$ cat config.mk
export PLATFORM = sky130hd
export DESIGN_NAME = ofex_operand_stage
export DESIGN_NICKNAME = d
export VERILOG_FILES = /design/src/rtl/ofex_operand_stage.sv
export SDC_FILE = /design/constraint.sdc
export NUM_CORES = 1
export LEC_CHECK = 0
export CORE_UTILIZATION = 35
export CTS_BUF_LIST = sky130_fd_sc_hd__clkbuf_2
export DETAILED_ROUTE_END_ITERATION = 10
export GPL_TIMING_DRIVEN = 1
export HOLD_SLACK_MARGIN = 0.02
export PLACE_DENSITY = 0.65
export SYNTH_ARGS = -nofsm -noshare
export SYNTH_HDL_FRONTEND = slang
export SYNTH_SLANG_ARGS = --single-unit
$ cat constraint.sdc
create_clock -name clk -period 4.6 [get_ports clk]
set_input_delay 0.69 -clock clk [delete_from_list [all_inputs] [get_ports clk]]
set_output_delay 0.69 -clock clk [all_outputs]
set_load 0.03 [all_outputs]
$ cat src/rtl/ofex_operand_stage.sv
// ---------------------------------------------------------------------------
// ofex_operand_stage
//
// Purpose:
//   Pipeline register between operand-fetch (OF) and execute (EX), together
//   with the EX-side operand resolver. The stage captures the decoded
//   instruction and the register-file read data from OF. It holds the
//   instruction across stalls and keeps the held operands up to date from
//   forwarding and write-back traffic. A flush or an empty OF slot loads a
//   bubble instead of an instruction.
//
// Port summary:
//   clk, reset                 rising-edge clock, synchronous active-high reset
//   stall_ofex, flush          hazard-controller hold / kill requests
//   of_*                       decoded instruction presented by OF
//   rf_rs1_data, rf_rs2_data   register-file read data for of_rs1/2_sel
//   fwd_rs*_enable/_data       forwarding packet for the EX-resident sources
//   wb_enable/addr/data        register-file write port (this cycle)
//   ex_*                       instruction and resolved operands in EX
//   stall_cnt, bubble_cnt      saturating performance counters
// ---------------------------------------------------------------------------
module ofex_operand_stage #(
  parameter int              XLEN     = 32,
  parameter int              CNT_W    = 16,
  parameter logic [XLEN-1:0] NOP_INSN = 'h0000_0013
) (
  input  logic             clk,
  input  logic             reset,
  input  logic             stall_ofex,
  input  logic             flush,
  input  logic             of_valid,
  input  logic [XLEN-1:0]  of_instr,
  input  logic [XLEN-1:0]  of_pc,
  input  logic [4:0]       of_rs1_sel,
  input  logic [4:0]       of_rs2_sel,
  input  logic [4:0]       of_rd_sel,
  input  logic             of_wb_enable,
  input  logic [XLEN-1:0]  rf_rs1_data,
  input  logic [XLEN-1:0]  rf_rs2_data,
  input  logic             fwd_rs1_enable,
  input  logic [XLEN-1:0]  fwd_rs1_data,
  input  logic             fwd_rs2_enable,
  input  logic [XLEN-1:0]  fwd_rs2_data,
  input  logic             wb_enable,
  input  logic [4:0]       wb_addr,
  input  logic [XLEN-1:0]  wb_data,
  output logic             ex_valid,
  output logic [XLEN-1:0]  ex_instr,
  output logic [XLEN-1:0]  ex_pc,
  output logic [4:0]       ex_rd_sel,
  output logic             ex_wb_enable,
  output logic [XLEN-1:0]  ex_rs1_data,
  output logic [XLEN-1:0]  ex_rs2_data,
  output logic [CNT_W-1:0] stall_cnt,
  output logic [CNT_W-1:0] bubble_cnt
);

  typedef enum logic [1:0] {
    ST_EMPTY = 2'd0,
    ST_ISSUE = 2'd1,
    ST_HOLD  = 2'd2
  } state_e;

  state_e           state_q;
  logic [XLEN-1:0]  instr_q;
  logic [XLEN-1:0]  pc_q;
  logic [4:0]       rdSel_q;
  logic             wbEnable_q;
  logic [4:0]       rs1Sel_q;
  logic [4:0]       rs2Sel_q;
  logic [XLEN-1:0]  op1_q;
  logic [XLEN-1:0]  op1_d;
  logic [XLEN-1:0]  op2_q;
  logic [XLEN-1:0]  op2_d;
  logic [CNT_W-1:0] stallCnt_q;
  logic [CNT_W-1:0] stallCnt_d;
  logic [CNT_W-1:0] bubbleCnt_q;
  logic [CNT_W-1:0] bubbleCnt_d;

  logic load;
  logic loadBubble;
  logic refresh;
  logic wbHitOf1;
  logic wbHitOf2;
  logic wbHitEx1;
  logic wbHitEx2;

  // A load happens on every unstalled edge; stall wins over flush so a
  // flush raised while stalled is simply dropped.
  assign load       = !stall_ofex;
  assign loadBubble = load && (flush || !of_valid);
  assign refresh    = stall_ofex && (state_q != ST_EMPTY);

  // Write-back hits. x0 is never a real destination, so it never matches.
  assign wbHitOf1 = wb_enable && (wb_addr == of_rs1_sel) && (of_rs1_sel != 5'd0);
  assign wbHitOf2 = wb_enable && (wb_addr == of_rs2_sel) && (of_rs2_sel != 5'd0);
  assign wbHitEx1 = wb_enable && (wb_addr == rs1Sel_q) && (rs1Sel_q != 5'd0);
  assign wbHitEx2 = wb_enable && (wb_addr == rs2Sel_q) && (rs2Sel_q != 5'd0);

  // Operand register next-state. On a load the regfile value is taken,
  // except when the same-cycle write-back targets the source register:
  // the regfile read does not see that write yet, so wb_data is bypassed.
  // While a valid instruction sits stalled, a forward pulse is captured so
  // it survives after the producer stops driving it; a forward beats a
  // write-back that lands in the same cycle because it is the younger value.
  always_comb begin
    op1_d = op1_q;
    op2_d = op2_q;
    if (load) begin
      if (loadBubble) begin
        op1_d = '0;
        op2_d = '0;
      end else begin
        op1_d = wbHitOf1 ? wb_data : rf_rs1_data;
        op2_d = wbHitOf2 ? wb_data : rf_rs2_data;
      end
    end else if (refresh) begin
      if (fwd_rs1_enable) begin
        op1_d = fwd_rs1_data;
      end else if (wbHitEx1) begin
        op1_d = wb_data;
      end
      if (fwd_rs2_enable) begin
        op2_d = fwd_rs2_data;
      end else if (wbHitEx2) begin
        op2_d = wb_data;
      end
    end
  end

  // Saturating performance counters: they stick at all-ones instead of
  // wrapping so a long run never reports a misleadingly small number.
  always_comb begin
    stallCnt_d  = stallCnt_q;
    bubbleCnt_d = bubbleCnt_q;
    if (refresh && (stallCnt_q != {CNT_W{1'b1}})) begin
      stallCnt_d = stallCnt_q + CNT_W'(1);
    end
    if (loadBubble && (bubbleCnt_q != {CNT_W{1'b1}})) begin
      bubbleCnt_d = bubbleCnt_q + CNT_W'(1);
    end
  end

  // Stage FSM and pipeline register. A bubble loads the canonical NOP with
  // zeroed side fields so downstream logic never sees stale control bits.
  always_ff @(posedge clk) begin
    if (reset) begin
      state_q     <= ST_EMPTY;
      instr_q     <= NOP_INSN;
      pc_q        <= '0;
      rdSel_q     <= 5'd0;
      wbEnable_q  <= 1'b0;
      rs1Sel_q    <= 5'd0;
      rs2Sel_q    <= 5'd0;
      op1_q       <= '0;
      op2_q       <= '0;
      stallCnt_q  <= '0;
      bubbleCnt_q <= '0;
    end else begin
      op1_q       <= op1_d;
      op2_q       <= op2_d;
      stallCnt_q  <= stallCnt_d;
      bubbleCnt_q <= bubbleCnt_d;
      case (state_q)
        ST_EMPTY, ST_ISSUE, ST_HOLD: begin
          if (loadBubble) begin
            state_q    <= ST_EMPTY;
            instr_q    <= NOP_INSN;
            pc_q       <= '0;
            rdSel_q    <= 5'd0;
            wbEnable_q <= 1'b0;
            rs1Sel_q   <= 5'd0;
            rs2Sel_q   <= 5'd0;
          end else if (load) begin
            state_q    <= ST_ISSUE;
            instr_q    <= of_instr;
            pc_q       <= of_pc;
            rdSel_q    <= of_rd_sel;
            wbEnable_q <= of_wb_enable;
            rs1Sel_q   <= of_rs1_sel;
            rs2Sel_q   <= of_rs2_sel;
          end else if (state_q != ST_EMPTY) begin
            state_q <= ST_HOLD;
          end
        end
        default: begin
          state_q <= ST_EMPTY;
        end
      endcase
    end
  end

  assign ex_valid     = (state_q != ST_EMPTY);
  assign ex_instr     = instr_q;
  assign ex_pc        = pc_q;
  assign ex_rd_sel    = rdSel_q;
  assign ex_wb_enable = wbEnable_q;
  assign stall_cnt    = stallCnt_q;
  assign bubble_cnt   = bubbleCnt_q;

  // Operand resolve: x0 is hard zero, then a live forward, then the held
  // (already refreshed) operand register.
  assign ex_rs1_data = (rs1Sel_q == 5'd0) ? '0 :
                       fwd_rs1_enable     ? fwd_rs1_data : op1_q;
  assign ex_rs2_data = (rs2Sel_q == 5'd0) ? '0 :
                       fwd_rs2_enable     ? fwd_rs2_data : op2_q;

endmodule

==> out/qor.tcl <==
set qor(run_status) {completed}
set qor(max-vdd-ir-drop_v) 0.0001526
set qor(drt_drc_violations_left) 0
set qor(rows) 60
set qor(num-fill-cells) 2557
set qor(shortest_period_the_worst_path_allows_ns) 4.035
set qor(tritoncts_num_sinks) 178
set qor(area_growth_syn_to_layout_pct) 48.04
set qor(ctsLongestPathBuffers) 2
set qor(finalWeightedCongestion) 0.8279
set qor(clock_latency_ns) 0.78
set qor(die_area_um2) 27990
set qor(detailroute.via_count) 9821
set qor(synth_cells) 1109
set qor(setup_viol) 0
set qor(worst-path-max-fanout) 21
set qor(static_leak_nw) 5.067
set qor(grt_start_max_net_pins) 75
set qor(post_cts_hold_buffer_count) 0
set qor(timing.critical_path.arrival_ns) 3.35
set qor(timing.hold.worst.class) {in -> reg}
set qor(final_nets) 1718
set qor(layout-drive-gt1-share_pct) 6.441
set qor(synth.largest_area_cell) {dfxtp_1}
set qor(final-max-slew-violation-count) 0
set qor(core_area_um2) 26880
set qor(setup_ws_ns) 0.5648
set qor(synthesis.nets) 1364
set qor(clkTransAtPathRegs_ns) 0.31
set qor(ys.flop_type) {dfxtp_1}
set qor(synthDominantCellAreaShare_pct) 37.26
set qor(postSynthAreaPerCell_um2) 8.624
set qor(maxSlewHeadroom_pct) 22.27
set qor(via_count_of_the_first_global_routing_pass) 9822
set qor(yosys.cell_count.top_type) {dfxtp_1}
set qor(tns_ns) 0
set qor(synth.area.top_cells) {dfxtp_1 (37%), mux2i_1 (6.9%), nor2_1 (6.4%), o21a_1 (4.9%), a221oi_2 (4.7%)}
set qor(grt_antenna_before_repair) 2
set qor(yosys.cell_types.count) 55
set qor(ys_warn_count) 0
set qor(timing.final.crit_share_pct) 87.72
set qor(fmax_ghz) 0.2478
set qor(cts_tree) {built}
set qor(firstDrtPassIters) 5
set qor(worstSetupEndpointType) {primary output}
set qor(die_h_um) 167.3
set qor(initialDrtViolationCount) 784
set qor(synth_area_um2) 9564
set qor(gr-usage-all-layers_pct) 25.95
set qor(congestion_overflow_gr) 0
set qor(initial_core_util_pct) 35.59
set qor(yosysSeqAreaShare_pct) 37.26
set qor(finalHoldViolCount) 0
set qor(critPathKind) {reg -> out}
set qor(startpoint_type) {flip-flop}
set qor(post_cts_resize_count) 0
set qor(post_drt_wl_per_cell_um) 20.31
set qor(cts_htree_levels) 4
set qor(synth_seq_cells) 178
set qor(die_x_um) 167.3
set qor(cts_inserted_buffers) 17
set qor(grt_pass1_wl_mm) 56.88
set qor(power-per-cell-area_nw_per_um2) 235.1
set qor(cp.required_ns) 3.91
set qor(synth_commonest_cells) {dfxtp_1 (178), nor2_1 (164), clkbuf_1 (68)}
set qor(pre_cts_ws_ns) 1.087
set qor(multiInputGateArea_um2) 5363
set qor(worst-slew-pin-transition_ns) 1.166
set qor(num_io_pins) 420
set qor(cts_root_buffer) {clkbuf_2}
set qor(asyncSetResetFlopFracSynth_pct) 0
set qor(worst_clock_skew_ns) 0.05795
set qor(grt_setup_unrepaired) {no}
set qor(cts_setup_buffers) 0
set qor(port_buffers) 419
set qor(post-dp-hpwl_mm) 26.57
set qor(seqCellArea_um2) 3563
set qor(cap_viol_max_count) 0
set qor(remaining_antenna_violation_count_after_routing) 0
set qor(synth_enable_flop_cells) 0
set qor(routed_wl_mm) 36.93
set qor(avgViaCountPerCell) 5.402
final timing paths:
path / start / endpoint / slack (ns) / cells after the start
max: rs1Sel_q[1] / ex_rs1_data[0] / 0.56 / 5
min: stall_ofex / state_q[1] / 0.32 / 2
max reg2reg: state_q[1] / op2_q[13] / 1.77 / 6
min reg2reg: op2_q[20] / op2_q[20] / 0.48 / 2
report_power, final:
group / leakage (nW) / internal, mW / switching, mW / total [mW]
logic: 3.47 / 0.409 / 0.431 / 0.840
clock network: 0.147 / 0.181 / 0.666 / 0.848
registers: 1.45 / 1.61 / 0.0341 / 1.64
layer usage:
metal | track usage (%) | routed length, um | vias up
li1 | - | - | 4747
met2 | 43.46 | 17770 | 384
met5 | 0 | 0 | -
met1 | 31.61 | 15240 | 4632
met4 | 10.77 | 1193 | 0
met3 | 6.500 | 2736 | 58
final cells by class:
cell class / instances / share of cell area (%)
sequential: 178 / 25.17
inverter: 65 / 1.723
clock buffer: 17 / 0.6009
clock inverter: 14 / 1.113
multi-input combinational: 764 / 37.88
timing repair buffer: 437 / 30.47
antenna: 2 / 0.03535
tap: 341 / 3.013
sequential cells by signal, summed over array words and instances, names as in the netlist:
name	count
rs1Sel_q	5
ex_wb_enable	1
rs2Sel_q	5
ex_pc	32
state_q	2
ex_instr	32
op1_q	32
op2_q	32
bubble_cnt	16
stall_cnt	16
ex_rd_sel	5
logic make-up (layout without fill, tap and decap cells):
| family | after synthesis | in the layout | synth area share, % |
|---|---|---|---|
| other cells | 0 | 2 | 0 |
| mux | 66 | 66 | 6.907 |
| buf+inv | 167 | 533 | 7.208 |
| fa+ha+maj | 2 | 2 | 0.2616 |
| flops | 178 | 178 | 37.26 |
| simple gates | 327 | 327 | 15.83 |
| compound gates | 322 | 322 | 28.23 |
| xor+xnor | 47 | 47 | 4.304 |
worst max-delay path, cell delays in order (launching register included):
cell	delay (ns)
dfxtp_1	0.41
nor3_1	0.26
and2_1	0.93
buf_4	0.33
nor2_1	0.08
clkdlybuf4s50_1	0.59
cells in the final DEF (no fill, tap or decap), drive strengths merged, types with 32 or more instances in the layout:
cell	synthesis	layout
o21a	63	63
nor2	164	164
dfxtp	178	178
a221oi	32	32
mux2i	66	66
nand2	57	57
inv	65	72
a32oi	32	32
nor4	39	39
a22o	47	47
o21ai	39	39
clkdlybuf4s50	0	415
per-stage QoR:
stage / power [mW] / util (%) / cells / area, um2 / hold WS, ns
5_1_grt: 3.498 / 52.68 / 1818 / 14160 / 0.2026
3_5_place_dp: 2.506 / 51.76 / 1785 / 13910 / 0.4551
3_3_place_gp: 2.500 / 51.76 / 1785 / 13910 / 0.4508
2_1_floorplan: 2.080 / - / 1109 / 9564 / 0.4419
6_report: 3.329 / 52.68 / 1818 / 14160 / 0.3213
4_1_cts: 3.370 / 52.66 / 1816 / 14150 / 0.2042
(Power assumes the default switching activity.)
